### src/rtl/relu_maxpool2x2.sv
// ReLU followed by a 2x2 stride-2 max-pool over nok conv channels in lockstep.
// Top-row pixel pairs are kept in a half-row line buffer until the bottom row completes each window.
module relu_maxpool2x2 #(
  parameter int N   = 7,
  parameter int nok = 3,
  parameter int im  = 28
) (
  input  logic                      clk,
  input  logic                      reset,
  input  logic [nok*(2*N+2)-1:0]    in_data,
  input  logic                      in_valid,
  input  logic                      conv_fin,
  input  logic [11:0]               row_len,
  output logic [nok*(2*N+2)-1:0]    out,
  output logic                      out_valid,
  output logic [11:0]               out_idx,
  output logic                      frame_done
);

  localparam int W   = 2*N + 2;
  localparam int LB  = im / 2;
  localparam int LBW = (LB > 1) ? $clog2(LB) : 1;

  typedef enum logic [1:0] {IDLE, TOP, BOT, DONE} state_t;

  state_t               state_q, state_d;
  logic [11:0]          rl_q, rl_d;
  logic [11:0]          col_q, col_d;
  logic [11:0]          row_q, row_d;
  logic [W-1:0]         hold_q [nok];
  logic [W-1:0]         hold_d [nok];
  logic [nok*W-1:0]     out_q, out_d;
  logic                 out_valid_q, out_valid_d;
  logic [11:0]          out_idx_q, out_idx_d;
  logic                 frame_done_q, frame_done_d;

  // Not reset: every entry is rewritten in TOP before BOT reads it.
  logic [W-1:0]         linebuf_q [nok][LB];

  logic [11:0]          curCol, curRl, curRow;
  logic                 curBot, lastCol, inRange, lbWe;
  logic [LBW-1:0]       lbIdx;
  logic [W-1:0]         pix    [nok];
  logic [W-1:0]         pair   [nok];
  logic [W-1:0]         pooled [nok];

  // In IDLE the first pixel is handled as column 0 of a fresh top row.
  always_comb begin
    curCol  = (state_q == IDLE) ? 12'd0 : col_q;
    curRl   = (state_q == IDLE) ? row_len : rl_q;
    curRow  = (state_q == IDLE) ? 12'd0 : row_q;
    curBot  = (state_q == BOT);
    lastCol = ({1'b0, curCol} + 13'd1) >= {1'b0, curRl};
    inRange = curCol < 12'(im);
    lbIdx   = curCol[LBW:1];
    for (int c = 0; c < nok; c++) begin
      pix[c]    = in_data[c*W + W-1] ? '0 : in_data[c*W +: W];
      pair[c]   = (hold_q[c] > pix[c]) ? hold_q[c] : pix[c];
      pooled[c] = (linebuf_q[c][lbIdx] > pair[c]) ? linebuf_q[c][lbIdx] : pair[c];
    end
  end

  always_comb begin
    state_d      = state_q;
    rl_d         = rl_q;
    col_d        = col_q;
    row_d        = row_q;
    hold_d       = hold_q;
    out_d        = out_q;
    out_valid_d  = 1'b0;
    out_idx_d    = out_idx_q;
    lbWe         = 1'b0;

    if (out_valid_q) begin
      out_idx_d = out_idx_q + 12'd1;
    end

    if (in_valid && (state_q != DONE)) begin
      if (state_q == IDLE) begin
        rl_d = row_len;
      end
      if (!curCol[0]) begin
        for (int c = 0; c < nok; c++) hold_d[c] = pix[c];
      end else if (inRange) begin
        if (curBot) begin
          for (int c = 0; c < nok; c++) out_d[c*W +: W] = pooled[c];
          out_valid_d = 1'b1;
        end else begin
          lbWe = 1'b1;
        end
      end
      if (lastCol) begin
        col_d   = 12'd0;
        row_d   = curRow + 12'd1;
        state_d = curBot ? TOP : BOT;
      end else begin
        col_d   = curCol + 12'd1;
        row_d   = curRow;
        state_d = curBot ? BOT : TOP;
      end
    end

    case (state_q)
      TOP, BOT: begin
        if (conv_fin) state_d = DONE;
      end
      DONE: begin
        state_d   = IDLE;
        out_idx_d = 12'd0;
        col_d     = 12'd0;
        row_d     = 12'd0;
      end
      default: ;
    endcase

    frame_done_d = (state_d == DONE);
  end

  always_ff @(posedge clk or posedge reset) begin
    if (reset) begin
      state_q      <= IDLE;
      rl_q         <= '0;
      col_q        <= '0;
      row_q        <= '0;
      out_q        <= '0;
      out_valid_q  <= 1'b0;
      out_idx_q    <= '0;
      frame_done_q <= 1'b0;
      for (int c = 0; c < nok; c++) hold_q[c] <= '0;
    end else begin
      state_q      <= state_d;
      rl_q         <= rl_d;
      col_q        <= col_d;
      row_q        <= row_d;
      out_q        <= out_d;
      out_valid_q  <= out_valid_d;
      out_idx_q    <= out_idx_d;
      frame_done_q <= frame_done_d;
      for (int c = 0; c < nok; c++) hold_q[c] <= hold_d[c];
    end
  end

  always_ff @(posedge clk) begin
    if (lbWe) begin
      for (int c = 0; c < nok; c++) linebuf_q[c][lbIdx] <= pair[c];
    end
  end

  assign out        = out_q;
  assign out_valid  = out_valid_q;
  assign out_idx    = out_idx_q;
  assign frame_done = frame_done_q;

endmodule

### config.mk
export PLATFORM = sky130hd
export DESIGN_NAME = relu_maxpool2x2
export DESIGN_NICKNAME = d
export VERILOG_FILES = /design/src/rtl/relu_maxpool2x2.sv
export SDC_FILE = /design/constraint.sdc
export NUM_CORES = 1
export LEC_CHECK = 0
export ABC_AREA = 1
export CORE_UTILIZATION = 60
export DETAILED_ROUTE_END_ITERATION = 7
export PLACE_DENSITY = 0.81
export SETUP_SLACK_MARGIN = 0.15
export SLEW_MARGIN = 5
export SYNTH_ARGS = -nofsm -noshare
export SYNTH_HDL_FRONTEND = slang
export SYNTH_SLANG_ARGS = --single-unit
### constraint.sdc
create_clock -name clk -period 5.4 [get_ports clk]
set_clock_uncertainty 0.2 [all_clocks]
set_input_delay 1.35 -clock clk [delete_from_list [all_inputs] [get_ports clk]]
set_output_delay 1.35 -clock clk [all_outputs]
set_load 0.01 [all_outputs]
==> flow_summary.rst <==
.. list-table::
   :header-rows: 1

   * - Metric
     - Value
   * - Post-synthesis cell type count
     - 39
   * - Pin count of the biggest net entering global routing
     - 95
   * - Vias in the first global route
     - 24850
   * - Count of clock tree sinks
     - 760
   * - Buffer levels on the longest clock path
     - 3
   * - Layout cells sized above 1
     - 0.08275
   * - Count of maximum capacitance violations
     - 0
   * - Vias per cell
     - 5.911
   * - CORE AREA
     - 55310 sq um
   * - Antenna diode count
     - 0
   * - Maximum fanout along the worst path
     - 15
   * - Final Wtd Congestion
     - 0.8921
   * - CTS Root Cell
     - sky130_fd_sc_hd__clkbuf_16
   * - Final net count
     - 3555
   * - Setup Buffers After CTS
     - 0
   * - Clock-pin slew on the worst setup and hold paths
     - 0.06 ns
   * - Starting Density
     - 0.6100
   * - CTS tree
     - done
   * - Sequential element share of the synthesized area
     - 0.6571
   * - Peak clock frequency supported by timing
     - 0.2048 GHz
   * - Period Utilization, post-route
     - 0.9044
   * - Number of instances in the synthesized netlist
     - 3209
   * - Core utilization of the finished layout
     - 0.7070
   * - Antenna violations before repair
     - 0
   * - Site Rows
     - 86
   * - Critical path's slowest cell
     - sky130_fd_sc_hd__clkdlybuf4s50_1
   * - Crit path required time
     - 5.71 ns
   * - GRT overflow
     - 0
   * - # hold bufs at CTS
     - 0
   * - Remaining routing DRC violations
     - 1
   * - Final wirelength
     - 89.77 mm
   * - Hold violation count in the final report
     - 0
   * - Leakage component of the power
     - 0.01621 uW
   * - Post-Synthesis Mean Instance Area
     - 10.51 sq um
   * - Routed length per instance
     - 21.42 microns
   * - TritonCTS buffer count
     - 77
   * - Crit end category
     - flop
   * - RSZ-0062 raised after global routing
     - false
   * - Total of flip-flops plus latches after synthesis
     - 760
   * - Worst-case setup margin in the final layout
     - 0.5161 ns
   * - Total track usage
     - 0.3191
   * - First-pass DRT Iterations
     - 8
   * - Number of failing setup endpoints in the final timing report
     - 0
   * - Final Critical Period
     - 4.884 ns
   * - Family with the most delay on the worst path
     - simple AND/OR/NAND/NOR gates
   * - Max H-tree Level
     - 3
   * - Top-area cell type share of the netlist area
     - 0.5607
   * - WP data arrival
     - 5.20 ns
   * - Die width
     - 239.1 microns
   * - Post-synthesis to final-layout area growth
     - 15.89%
   * - Worst hold margin
     - 0.2786 ns
   * - Worst IR Drop VDD
     - 412.0 uV
   * - Count of pins over their slew limit
     - 0
   * - Top post-synthesis cells by area
     - sky130_fd_sc_hd__edfxtp_1, sky130_fd_sc_hd__nand2_1, sky130_fd_sc_hd__dfrtp_1
   * - Synthesis Warnings
     - 0
   * - Count of input and output buffers
     - 122
   * - Startpoint class of the critical path
     - input pin
   * - Startpoint-to-endpoint class of the critical path
     - input pin to flop
   * - Relative slew slack
     - 0.3286
   * - Post-detailed-route count of antenna-violating nets
     - 0
   * - Outcome
     - finished, violations left
   * - Clk_lat worst skew
     - 0.64 ns
   * - Cell-by-cell trace of the critical path
     - clkdlybuf4s50_1 -> inv_1 -> buf_12 -> nand2_1 -> ha_1 -> nand3_1 -> nor3_1 -> nand2_1 -> nand2_1 -> nand2_1 -> buf_4 -> nand2_1 -> nand2_1 -> ha_1 -> nand2_1 -> o21bai_1 -> a21oi_1 -> nor2_1 -> nand2_1 -> nand2_2 -> inv_1 -> nand2_1 -> nand3_1 -> nand2_1
   * - Buffers and inverters on the worst path
     - 5
   * - Failing checks
     - design-rule violations
   * - Actual transition at the worst max-transition pin
     - 1.007 ns
   * - Die height
     - 239.1 microns
   * - Die area
     - 57190 sq um
   * - Power density cells
     - 574.1 nW/um^2
   * - # IOs
     - 126
   * - HPWL Detailed
     - 54.58 mm
   * - Largest stage delay, worst path
     - 0.39 ns
   * - Number of DRC violations after detailed-routing iteration 0
     - 2913
   * - Detailed-route via count
     - 24780
   * - Wire length of the first global-routing pass
     - 138.0 mm
   * - Most area-hungry cell type in the Yosys netlist
     - sky130_fd_sc_hd__edfxtp_1
   * - Combined area of all synthesized cells
     - 33740 sq um
   * - Post-place setup slack
     - -0.3704 ns
   * - Hold/Removal Path Class
     - flop to flop
   * - Most Frequent Cell on Critical Path
     - sky130_fd_sc_hd__nand2_1
cell usage in the layout, fill, tap and decap left out, types with 3 or more instances in the layout:
| master | synthesis | final |
|---|---|---|
| sky130_fd_sc_hd__nand3_1 | 191 | 191 |
| sky130_fd_sc_hd__xor2_1 | 5 | 5 |
| sky130_fd_sc_hd__clkinv_2 | 0 | 11 |
| sky130_fd_sc_hd__nand2_4 | 1 | 3 |
| sky130_fd_sc_hd__mux2i_1 | 11 | 11 |
| sky130_fd_sc_hd__nor3_1 | 11 | 9 |
| sky130_fd_sc_hd__nor2_1 | 174 | 157 |
| sky130_fd_sc_hd__clkinv_1 | 1 | 13 |
| sky130_fd_sc_hd__clkinvlp_4 | 0 | 3 |
| sky130_fd_sc_hd__dfrtp_1 | 130 | 130 |
| sky130_fd_sc_hd__o21ai_1 | 11 | 11 |
| sky130_fd_sc_hd__buf_4 | 7 | 69 |
| sky130_fd_sc_hd__o21a_1 | 7 | 7 |
| sky130_fd_sc_hd__buf_12 | 0 | 28 |
| sky130_fd_sc_hd__nand2_1 | 1136 | 1134 |
| sky130_fd_sc_hd__clkbuf_16 | 0 | 79 |
| sky130_fd_sc_hd__inv_6 | 0 | 5 |
| sky130_fd_sc_hd__nor2_4 | 4 | 22 |
| sky130_fd_sc_hd__clkdlybuf4s50_1 | 0 | 122 |
| sky130_fd_sc_hd__a22oi_1 | 76 | 76 |
| sky130_fd_sc_hd__a21boi_1 | 15 | 15 |
| sky130_fd_sc_hd__clkinv_4 | 0 | 4 |
| sky130_fd_sc_hd__edfxtp_1 | 630 | 630 |
| sky130_fd_sc_hd__inv_1 | 250 | 246 |
| sky130_fd_sc_hd__xnor2_1 | 4 | 4 |
| sky130_fd_sc_hd__nand2_2 | 4 | 4 |
| sky130_fd_sc_hd__o21ai_0 | 88 | 86 |
| sky130_fd_sc_hd__inv_2 | 15 | 17 |
| sky130_fd_sc_hd__conb_1 | 1 | 3 |
| sky130_fd_sc_hd__bufinv_16 | 0 | 7 |
| sky130_fd_sc_hd__nand4_1 | 52 | 52 |
| sky130_fd_sc_hd__o22ai_1 | 9 | 9 |
| sky130_fd_sc_hd__nor2_2 | 5 | 4 |
| sky130_fd_sc_hd__o21bai_1 | 12 | 12 |
| sky130_fd_sc_hd__nand3b_1 | 13 | 13 |
| sky130_fd_sc_hd__or2_2 | 19 | 19 |
| sky130_fd_sc_hd__ha_1 | 107 | 107 |
| sky130_fd_sc_hd__clkbuf_1 | 60 | 18 |
| sky130_fd_sc_hd__a21oi_1 | 95 | 95 |
cells in the mapped netlist:
master	number
sky130_fd_sc_hd__o21ai_1	11
sky130_fd_sc_hd__nor4_2	1
sky130_fd_sc_hd__nand3_2	1
sky130_fd_sc_hd__conb_1	1
sky130_fd_sc_hd__nand2_4	1
sky130_fd_sc_hd__a22oi_1	76
sky130_fd_sc_hd__nor4_1	1
sky130_fd_sc_hd__o21bai_1	12
sky130_fd_sc_hd__nand3b_1	13
sky130_fd_sc_hd__nand2_1	1136
sky130_fd_sc_hd__o21ai_0	88
sky130_fd_sc_hd__ha_1	107
sky130_fd_sc_hd__xnor2_1	4
sky130_fd_sc_hd__inv_1	250
sky130_fd_sc_hd__buf_4	7
sky130_fd_sc_hd__a21oi_1	95
sky130_fd_sc_hd__mux2i_1	11
sky130_fd_sc_hd__nand2_2	4
sky130_fd_sc_hd__nor2_4	4
sky130_fd_sc_hd__xor2_1	5
sky130_fd_sc_hd__o22ai_1	9
sky130_fd_sc_hd__clkinv_1	1
sky130_fd_sc_hd__edfxtp_1	630
sky130_fd_sc_hd__inv_2	15
sky130_fd_sc_hd__clkbuf_1	60
sky130_fd_sc_hd__nor2_2	5
sky130_fd_sc_hd__a31oi_1	1
sky130_fd_sc_hd__o21a_1	7
sky130_fd_sc_hd__nor3_1	11
sky130_fd_sc_hd__nand3_1	191
sky130_fd_sc_hd__buf_1	15
sky130_fd_sc_hd__and2_1	1
sky130_fd_sc_hd__nand4_1	52
sky130_fd_sc_hd__nor2_1	174
sky130_fd_sc_hd__a21o_1	1
sky130_fd_sc_hd__a21boi_1	15
sky130_fd_sc_hd__dfrtp_1	130
sky130_fd_sc_hd__or2_2	19
sky130_fd_sc_hd__buf_2	44
what timing repair did:
action,CTS,global route
resized for setup,0,11
endpoints found under the hold margin,0,0
endpoints found under the setup margin,0,33
final timing paths:
kind | depth (start not counted) | slack [ns] | to | from
setup reg to reg | 27 | 0.61 | out[16]$_DFFE_PP0P_ | state_q[0]$_DFF_PP0_
max in group asynchronous | 3 | 2.99 | out[42]$_DFFE_PP0P_ | reset
setup / recovery | 24 | 0.52 | out[34]$_DFFE_PP0P_ | in_data[47]
hold reg to reg | 2 | 0.28 | out[4]$_DFFE_PP0P_ | out[4]$_DFFE_PP0P_
min in group asynchronous | 2 | 1.08 | out[25]$_DFFE_PP0P_ | reset
hold / removal | 2 | 0.28 | out[4]$_DFFE_PP0P_ | out[4]$_DFFE_PP0P_
per-layer routing:
metal | wire [microns] | GRT usage | vias to the layer above | part of all wire
li1 | - | - | 11190 | -
met2 | 43400 | 0.5351 | 1527 | 0.48
met3 | 9853 | 0.05993 | 239 | 0.11
met1 | 33200 | 0.4086 | 11830 | 0.37
met4 | 3325 | 0.1340 | 0 | 0.037
met5 | 0 | 0 | - | 0
cells by family (layout without fill, tap and decap cells):
kind of cell               after synthesis  after routing  share of synthesized area
AOI/OAI and AO/OA                      315            315                    0.05533
xor gates and xnor gates                 9              9                   0.002336
adders and majority gates              107            107                    0.03968
buffers and inverters                  392            625                    0.04602
DFF                                    760            760                     0.6571
muxes                                   11             11                   0.003263
other                                    1              3                  0.0001111
and+or+nand+nor                       1614           1614                     0.1961
report_power, final:
part           internal, uW  switching [uW]  total [uW]
logic                  2820            5840        8660
clock network          3060            2220        5280
registers              8150             353        8510
total                 14000            8420       22400
through the flow:
step / area, sq um / TNS, ns / total power [uW] / std cells
floorplan: 33750 / 0 / 13910 / 3211
global placement: 36580 / -4.177 / 16600 / 4052
detailed placement: 36580 / -7.313 / 16990 / 4052
CTS: 39050 / 0 / 22290 / 4191
global route: 39100 / 0 / 23690 / 4192
finish: 39100 / 0 / 22450 / 4192
worst reg2reg max path, cell delays in order, from the launching register on:
cell and delay (ns):
sky130_fd_sc_hd__dfrtp_1 0.37, sky130_fd_sc_hd__inv_1 0.08, sky130_fd_sc_hd__ha_1 0.25, sky130_fd_sc_hd__inv_2 0.26, sky130_fd_sc_hd__nand2_2 0.26, sky130_fd_sc_hd__nand2_4 0.32, sky130_fd_sc_hd__inv_2 0.08, sky130_fd_sc_hd__buf_4 0.42
sky130_fd_sc_hd__a22oi_1 0.28, sky130_fd_sc_hd__nand2_1 0.09, sky130_fd_sc_hd__nand2_1 0.08, sky130_fd_sc_hd__nand2_1 0.08, sky130_fd_sc_hd__nor2_1 0.31, sky130_fd_sc_hd__inv_1 0.10, sky130_fd_sc_hd__ha_1 0.30, sky130_fd_sc_hd__inv_1 0.06
sky130_fd_sc_hd__nor2_1 0.03, sky130_fd_sc_hd__o21bai_1 0.12, sky130_fd_sc_hd__nand2_1 0.07, sky130_fd_sc_hd__nand2_1 0.06, sky130_fd_sc_hd__nand2_1 0.05, sky130_fd_sc_hd__nand2_1 0.06, sky130_fd_sc_hd__nand2_1 0.05, sky130_fd_sc_hd__nand2_1 0.10
sky130_fd_sc_hd__clkinv_1 0.25, sky130_fd_sc_hd__nand2_1 0.15, sky130_fd_sc_hd__nand3_1 0.10, sky130_fd_sc_hd__nand2_1 0.12
final cells by class:
class	count	area, sq um
flip-flops and latches	760	22170
fillers	3723	16210
multi-input cells	2059	10200
inverters	266	1007
clock buffers	99	2072
well taps	748	935.9
repair buffers	219	2300
repair inverters	1	7.507
clock inverters	40	404.1
flip-flops by register name (all words and copies together), names as in the netlist:
register,flops
col_q,12
frame_done,1
out_valid,1
out_idx,12
linebuf_q,630
out,45
state_q,2
rl_q,12
hold_q,45
Power figures use the tool's default switching activity.
